## config.mk

```make
export PLATFORM = sky130hd
export DESIGN_NAME = dsi_lanes_controller
export DESIGN_NICKNAME = d
export VERILOG_FILES = /design/src/rtl/dsi_lanes_controller.sv
export SDC_FILE = /design/constraint.sdc
export NUM_CORES = 1
export LEC_CHECK = 0
export BUFFER_PORTS_ARGS = -buffer_cell sky130_fd_sc_hd__buf_2
export CORE_UTILIZATION = 41
export CTS_BUF_LIST = sky130_fd_sc_hd__clkbuf_4 sky130_fd_sc_hd__clkbuf_8 sky130_fd_sc_hd__clkbuf_16
export DETAILED_ROUTE_END_ITERATION = 12
export GPL_TIMING_DRIVEN = 0
export HOLD_SLACK_MARGIN = 0.03
export PLACE_DENSITY = 0.75
export SETUP_SLACK_MARGIN = 0.3
export SYNTH_ARGS = -nofsm -noshare
export SYNTH_HDL_FRONTEND = slang
export SYNTH_SLANG_ARGS = --single-unit
export TNS_END_PERCENT = 5
```

## constraint.sdc

```tcl
create_clock -name clk -period 4.2 [get_ports clk]
set_clock_uncertainty 0.15 [all_clocks]
set_input_delay 0.84 -clock clk [delete_from_list [all_inputs] [get_ports clk]]
set_output_delay 0.84 -clock clk [all_outputs]
set_load 0.1 [all_outputs]
```

## src/rtl/dsi_lanes_controller.sv

```systemverilog
// -----------------------------------------------------------------------------
// dsi_lanes_controller
//
// Upstream sequencer for the HS lanes. It runs one clock-lane instance and
// LANES data-lane instances. It takes one packet as a byte-lane stream,
// brings up the clock lane and then starts all data lanes together. It feeds
// one byte per lane per cycle, closes the burst with fin requests, and stops
// the clock lane after a post-delay.
//
// Optional feature: define DSI_CONT_CLK_EN for continuous clock mode. In that
// mode the clock lane is brought up once and never stopped. Each later packet
// goes from CLK_POST straight to DATA_START, so clk_fin_rqst never fires and
// busy stays high after the first burst.
//
// Parameters:
//   LANES            number of data lanes (1..4)
//   CLK_PRE_CYCLES   cycles from clk_active high to the data-lane start pulse
//   CLK_POST_CYCLES  cycles spent in CLK_POST before the clock lane is stopped
//
// Ports:
//   clk, rst         byte clock; asynchronous active-high reset
//   s_tdata/s_tvalid/s_tlast/s_tready
//                    packet stream; lane i takes s_tdata[8i+7:8i]
//   clk_start_rqst   one-cycle start pulse to the clock lane
//   clk_fin_rqst     one-cycle finish pulse to the clock lane
//   clk_active       clock lane is running
//   clk_fin_ack      clock lane trail done
//   lane_start_rqst  one-cycle common start pulse to the data lanes
//   lane_fin_rqst    common finish, coincident with the last accepted beat
//   lane_data        bytes to the data lanes
//   lane_data_rqst   per-lane data request
//   lane_fin_ack     per-lane trail done
//   busy             high whenever the sequencer is not idle
//   underflow_err    sticky: lanes wanted data but none was valid
// -----------------------------------------------------------------------------
module dsi_lanes_controller #(
  parameter int LANES           = 4,
  parameter int CLK_PRE_CYCLES  = 4,
  parameter int CLK_POST_CYCLES = 4
) (
  input  logic               clk,
  input  logic               rst,
  input  logic [LANES*8-1:0] s_tdata,
  input  logic               s_tvalid,
  input  logic               s_tlast,
  output logic               s_tready,
  output logic               clk_start_rqst,
  output logic               clk_fin_rqst,
  input  logic               clk_active,
  input  logic               clk_fin_ack,
  output logic               lane_start_rqst,
  output logic               lane_fin_rqst,
  output logic [LANES*8-1:0] lane_data,
  input  logic [LANES-1:0]   lane_data_rqst,
  input  logic [LANES-1:0]   lane_fin_ack,
  output logic               busy,
  output logic               underflow_err
);

  // The counter is shared between the pre-delay and the post-delay. It only
  // has to hold values up to the larger delay minus one.
  localparam int CNT_MAX = (CLK_PRE_CYCLES > CLK_POST_CYCLES) ? CLK_PRE_CYCLES : CLK_POST_CYCLES;
  localparam int CNT_W   = (CNT_MAX > 1) ? $clog2(CNT_MAX) : 1;

  typedef enum logic [3:0] {
    IDLE,
    CLK_START,
    CLK_WAIT,
    DATA_START,
    DATA_SEND,
    DATA_TRAIL,
    CLK_POST,
    CLK_STOP,
    CLK_TRAIL
  } state_t;

  state_t             state_reg, state_next;
  logic [CNT_W-1:0]   cnt_reg, cnt_next;
  logic               armed_reg, armed_next;      // pre-counter loaded for the current clk_active high period
  logic [LANES-1:0]   fin_mask_reg, fin_mask_next;
  logic [LANES*8-1:0] data_reg, data_next;        // last accepted word
  logic               underflow_reg, underflow_next;

  logic               all_rqst;
  logic [LANES-1:0]   fin_mask_all;
  logic [CNT_W-1:0]   pre_dec;

  assign all_rqst     = &lane_data_rqst;
  // An ack that arrives in the same cycle as the final missing bit counts at once.
  assign fin_mask_all = fin_mask_reg | lane_fin_ack;
  // On the first high cycle the counter loads PRE-1. After that it counts down,
  // so the start pulse lands exactly CLK_PRE_CYCLES cycles after the rise.
  assign pre_dec      = armed_reg ? (cnt_reg - CNT_W'(1)) : CNT_W'(CLK_PRE_CYCLES - 1);

  assign busy          = (state_reg != IDLE);
  assign underflow_err = underflow_reg;

  always_ff @(posedge clk or posedge rst) begin
    if (rst) begin
      state_reg     <= IDLE;
      cnt_reg       <= '0;
      armed_reg     <= 1'b0;
      fin_mask_reg  <= '0;
      data_reg      <= '0;
      underflow_reg <= 1'b0;
    end else begin
      state_reg     <= state_next;
      cnt_reg       <= cnt_next;
      armed_reg     <= armed_next;
      fin_mask_reg  <= fin_mask_next;
      data_reg      <= data_next;
      underflow_reg <= underflow_next;
    end
  end

  always_comb begin
    state_next      = state_reg;
    cnt_next        = cnt_reg;
    armed_next      = armed_reg;
    fin_mask_next   = fin_mask_reg;
    data_next       = data_reg;
    underflow_next  = underflow_reg;
    s_tready        = 1'b0;
    clk_start_rqst  = 1'b0;
    clk_fin_rqst    = 1'b0;
    lane_start_rqst = 1'b0;
    lane_fin_rqst   = 1'b0;
    lane_data       = data_reg;

    case (state_reg)
      IDLE: begin
        armed_next = 1'b0;
        if (s_tvalid) state_next = CLK_START;
      end

      CLK_START: begin
        clk_start_rqst = 1'b1;
        underflow_next = 1'b0;
        armed_next     = 1'b0;
        state_next     = CLK_WAIT;
      end

      CLK_WAIT: begin
        if (!clk_active) begin
          // A drop means the count restarts from the top on the next rise.
          armed_next = 1'b0;
        end else begin
          cnt_next   = pre_dec;
          armed_next = 1'b1;
          if (pre_dec == '0) begin
            armed_next = 1'b0;
            state_next = DATA_START;
          end
        end
      end

      DATA_START: begin
        lane_start_rqst = 1'b1;
        state_next      = DATA_SEND;
      end

      DATA_SEND: begin
        s_tready = all_rqst;
        if (all_rqst && s_tvalid) begin
          lane_data = s_tdata;
          data_next = s_tdata;
          if (s_tlast) begin
            lane_fin_rqst = 1'b1;
            fin_mask_next = '0;
            state_next    = DATA_TRAIL;
          end
        end else if (all_rqst) begin
          // The lanes consume the held word again. Flag the gap.
          underflow_next = 1'b1;
        end
      end

      DATA_TRAIL: begin
        fin_mask_next = fin_mask_all;
        if (&fin_mask_all) begin
          fin_mask_next = '0;
          cnt_next      = CNT_W'(CLK_POST_CYCLES - 1);
          state_next    = CLK_POST;
        end
      end

      CLK_POST: begin
        if (cnt_reg != '0) begin
          cnt_next = cnt_reg - CNT_W'(1);
        end else begin
`ifdef DSI_CONT_CLK_EN
          // The clock stays up. Wait here for the next packet.
          if (s_tvalid) state_next = DATA_START;
`else
          state_next = CLK_STOP;
`endif
        end
      end

      CLK_STOP: begin
        clk_fin_rqst = 1'b1;
        state_next   = CLK_TRAIL;
      end

      CLK_TRAIL: begin
        if (clk_fin_ack) state_next = IDLE;
      end

      default: state_next = IDLE;
    endcase
  end

endmodule

```

**Word-level counts from Yosys, hierarchy flattened**

Cells that the tools add are included.

- Add/sub/neg operators: 1
- Equal/unequal tests: 19
- Multiplexer cells: 33
- Bitwise logic cells: 1
- Reduce and logical (&&, ||, !) cells: 16

Operator list:

| kind | number |
|---|---|
| 32-bit two-way mux | 2 |
| 4-bit two-way mux | 11 |
| 4-bit case mux with 9 select lines | 1 |
| 2-bit inequality test (second input constant) | 11 |
| 4-bit by 3-bit == test with 1-bit output (second input constant) | 4 |
| 4-bit AND reduction | 3 |
| 1-bit two-way mux | 11 |
| 4-bit by 2-bit == test with 1-bit output (second input constant) | 2 |
| 2-bit two-way mux | 4 |
| 4-bit case mux with 2 select lines | 1 |
| 8-bit AND reduction | 1 |
| 2-bit nonzero test | 4 |
| 2-bit case mux with 3 select lines | 1 |
| 3-bit AND reduction | 2 |
| 4-bit by 1-bit == test with 1-bit output (second input constant) | 1 |
| 4-bit == test (second input constant) | 1 |
| 4-bit zero test | 1 |
| 4-bit bitwise OR | 1 |
| 1-bit case mux with 2 select lines | 2 |
| 4-bit nonzero test | 1 |
| 3-bit nonzero test | 1 |
| 2-bit zero test | 1 |
| 2-bit OR reduction | 1 |
| 2-bit by 1-bit subtractor with 2-bit output (second input constant) | 1 |
| 1-bit logical AND | 1 |

- Flip-flop bits (word level): 44
- Bits of input ports: 46
- Output and inout bits: 39

**Longest topological paths before layout**

- Depth after elaboration: 6
- Gate-level depth with buffers: 6
- Mapped depth without buffers: 6

**Worst setup path before layout**

No wires, ideal clock.

- Path kind: in2out
- From: in lane_data_rqst[2]
- To: out lane_fin_rqst
- Data arrival time: 3.114 ns
- Slack: 0.096 ns
- Stages: 3
- Buffers on the path: 0
- Cell sequence: and4_1 nor4b_4 and3_1

- Longest elaborated chain between the ends: 4

RTL lines:

| what | RTL line | source |
|---|---|---|
| start: declaration | 54 | `input logic [LANES-1:0] lane_data_rqst,` |
| 4-bit AND reduction | 88 | `assign all_rqst = &lane_data_rqst;` |
| 1-bit logical AND | 164 | `if (all_rqst && s_tvalid) begin` |
| 1-bit two-way mux | 164 |  |
| 1-bit two-way mux | 130 | `case (state_reg)` |
| end: declaration | 52 | `output logic lane_fin_rqst,` |

No other way between the ends.

**Final worst setup path**

- From: in lane_data_rqst[2]
- To: out lane_data[18]

- Longest elaborated chain between the ends: 4

RTL lines:

| what | RTL line | source |
|---|---|---|
| 4-bit AND reduction | 88 |  |
| 1-bit logical AND | 164 |  |
| 32-bit two-way mux | n/a |  |
| 32-bit two-way mux | 130 |  |
| end: declaration | 53 | `output logic [LANES*8-1:0] lane_data,` |

No other way between the ends.

==> results.yml <==
clocking:
  cts_setup_buffers: 0
  cts_tree: "yes"
  clk_latency_ns: 0.29
  cts_hold_buf: 0
  clk_path_buf_depth: 2
  clk_pin_slew_ns: 0.08
  cts_resized: 0
  clock_sinks: 44
  cts_root_buf: "clkbuf_8"
  htreeDepth: 2
  cts_buffers: 5
worst_setup_path:
  rrSetupSlack_ns: 2.20
  worst-path-max-fanout: 10
  rr_worst_depth: 5
  required_ns: 3.21
  worst-setup-path-type: "in2out"
  crit_path_end_kind: "output pin"
  critical_path_arrival_ns: 2.52
  reg2reg_to: "cnt_reg[0]"
  critical_path.startpoint_type: "input port"
  r2r-start: "state_reg[0]"
logic_synthesis:
  syn_inst: 151
  syn_area_per_cell_sq_um: 13.6
  synth_top_area_cell: "dfrtp_1"
  synth-seq-area-share_pct: 53.6
  ys_types: 35
  yosys_warnings: 0
  synthTopCellsByArea: "dfrtp_1 (54%), mux2_4 (22%), nor2_1 (2.6%)"
  synth_seq_cells: 44
  synth_nets: 198
  synth_top_area_share_pct: 53.6
  synth.cell_area_sq_mm: 0.00205
final_layout:
  final_cell_mix: "buf_2 (85), dfrtp_1 (44), mux2_4 (30), nor2_1 (14)"
  synthToLayoutAreaGrowth_pct: 31.2
  drive_above_1_share_pct: 57.0
  largest_register_ffs: 32
  finalNetCount: 290
  final_common_cell: "buf_2"
  fin_area_sq_mm: 0.00270
  finalNonFillerCells: 311
  diodes: 0
worst_hold_path:
  holdPathStages: 1
  min_path_type: "reg2reg"
  min_to: "data_reg[25]"
  hp-start: "data_reg[25]"
route:
  wl_met2_um: 2140
  wirelength_um: 4080
  dr.first_iter.drc_count: 35
  drc: 0
  vias: 1484
  wl_per_cell_um: 13.1
  ant_nets: 0
  highest_layer: "met4"
  dr_wl_met3_um: 168
  first_pass_iters: 4
  wl_met1_um: 1700
  viasPerCell: 4.77
place:
  place_hpwl_um: 3160
  place_area_sq_mm: 0.00258
  io_buffers: 84
  place_congestion: 0.783
  dp_cells: 303
grt:
  overflow: 0
  grt_use_total_pct: 16.0
  grt_pass1_vias: 1342
  antenna_found_initial: 0
  grt_max_degree: 28
  grt_pass1_wl_um: 6320
floorplanning:
  ioPinCount: 85
  die_area_sq_mm: 0.00530
  initial_core_util_pct: 42.9
  row_count: 25
  die_h_um: 72.8
  die_x_um: 72.8
  core_area_sq_mm: 0.00479
timing:
  fmax_mhz: 285
  post-route-min-period_ns: 3.51
  setup_viol: 0
  drv_slew: 0
  finalCritPeriodShare_pct: 83.6
  rsz0062_at_grt: "false"
  hold_viol_final: 0
  relSlewSlack_pct: 60.7
  hold-worst-slack_ns: 0.343
  setup-tns-final_ns: 0
  tightestPinTransition_ns: 0.585
flow_run:
  maxCapViolations: 0
outcome:
  run_status: "completed"
## cell usage after synthesis (all sizes together)
cell type and instances:
dfrtp 44, mux2 34, nor2 14, nand2 7
a21oi 6, inv 6, buf 5, nand2b 4
nand3 3, a211oi 2, and3 2, clkbuf 2
nor3 2, o21ai 2, o22a 2, a21boi 1
a21o 1, a311oi 1, a31o 1, a31oi 1
and4 1, and4bb 1, ha 1, nand4b 1
nor4b 1, o211ai 1, o21a 1, o2bb2ai 1
o31ai 1, or3b 1, xnor2 1
## kinds of logic after synthesis
family	share of synthesized area [%]
AND/OR/NAND/NOR	10.4
multiplexers	24.1
flip-flops	53.6
AO/OA/AOI/OAI	6.94
adder cells (fa/ha/maj)	0.609
buffers and inverters	3.90
XOR/XNOR	0.426
## layout make-up
cell class                      instances  area [sq um]
Multi-Input combinational cell         94           875
Buffer                                  7          57.6
Clock buffer                            5          68.8
Inverter                                6          22.5
Timing Repair Buffer                   85           440
Fill cell                             421          2090
Tap cell                               67          83.8
Sequential cell                        44          1100
Clock inverter                          3          47.5
## worst max-delay path: stages
cell and delay (ns):
buf_2 0.07, and4_1 0.27, nor4b_4 0.33, nand2_2 0.16
buf_6 0.19, mux2_4 0.22, buf_2 0.42
## per-stage QoR
step	utilization (%)	setup slack [ns]
finish	56.3	0.690
global route	56.3	0.613
CTS	56.3	0.684
detailed placement	53.9	0.702
global placement	53.5	0.721
floorplan	-	0.113
## worst max path at each step
| stage | from | endpoint | slack (ns) | depth (start not counted) |
|---|---|---|---|---|
| 5_1_grt | lane_data_rqst[2] | lane_data[18] | 0.61 | 7 |
| 3_5_place_dp | lane_data_rqst[2] | lane_data[18] | 0.70 | 7 |
| 2_1_floorplan | lane_data_rqst[2] | lane_data[0] | 0.11 | 5 |
| 4_1_cts | lane_data_rqst[2] | lane_data[18] | 0.68 | 7 |
| 6_report | lane_data_rqst[2] | lane_data[18] | 0.69 | 7 |
| 3_3_place_gp | lane_data_rqst[2] | lane_data[18] | 0.72 | 7 |
## metal layers
metal	vias up	track usage (%)
li1	711	-
met1	724	18.8
met2	42	27.8
met3	7	4.14
met4	0	6.54
met5	-	0
Power is not shown: default switching activity piles up to over one toggle a cycle in this logic, so the estimate is an artifact.
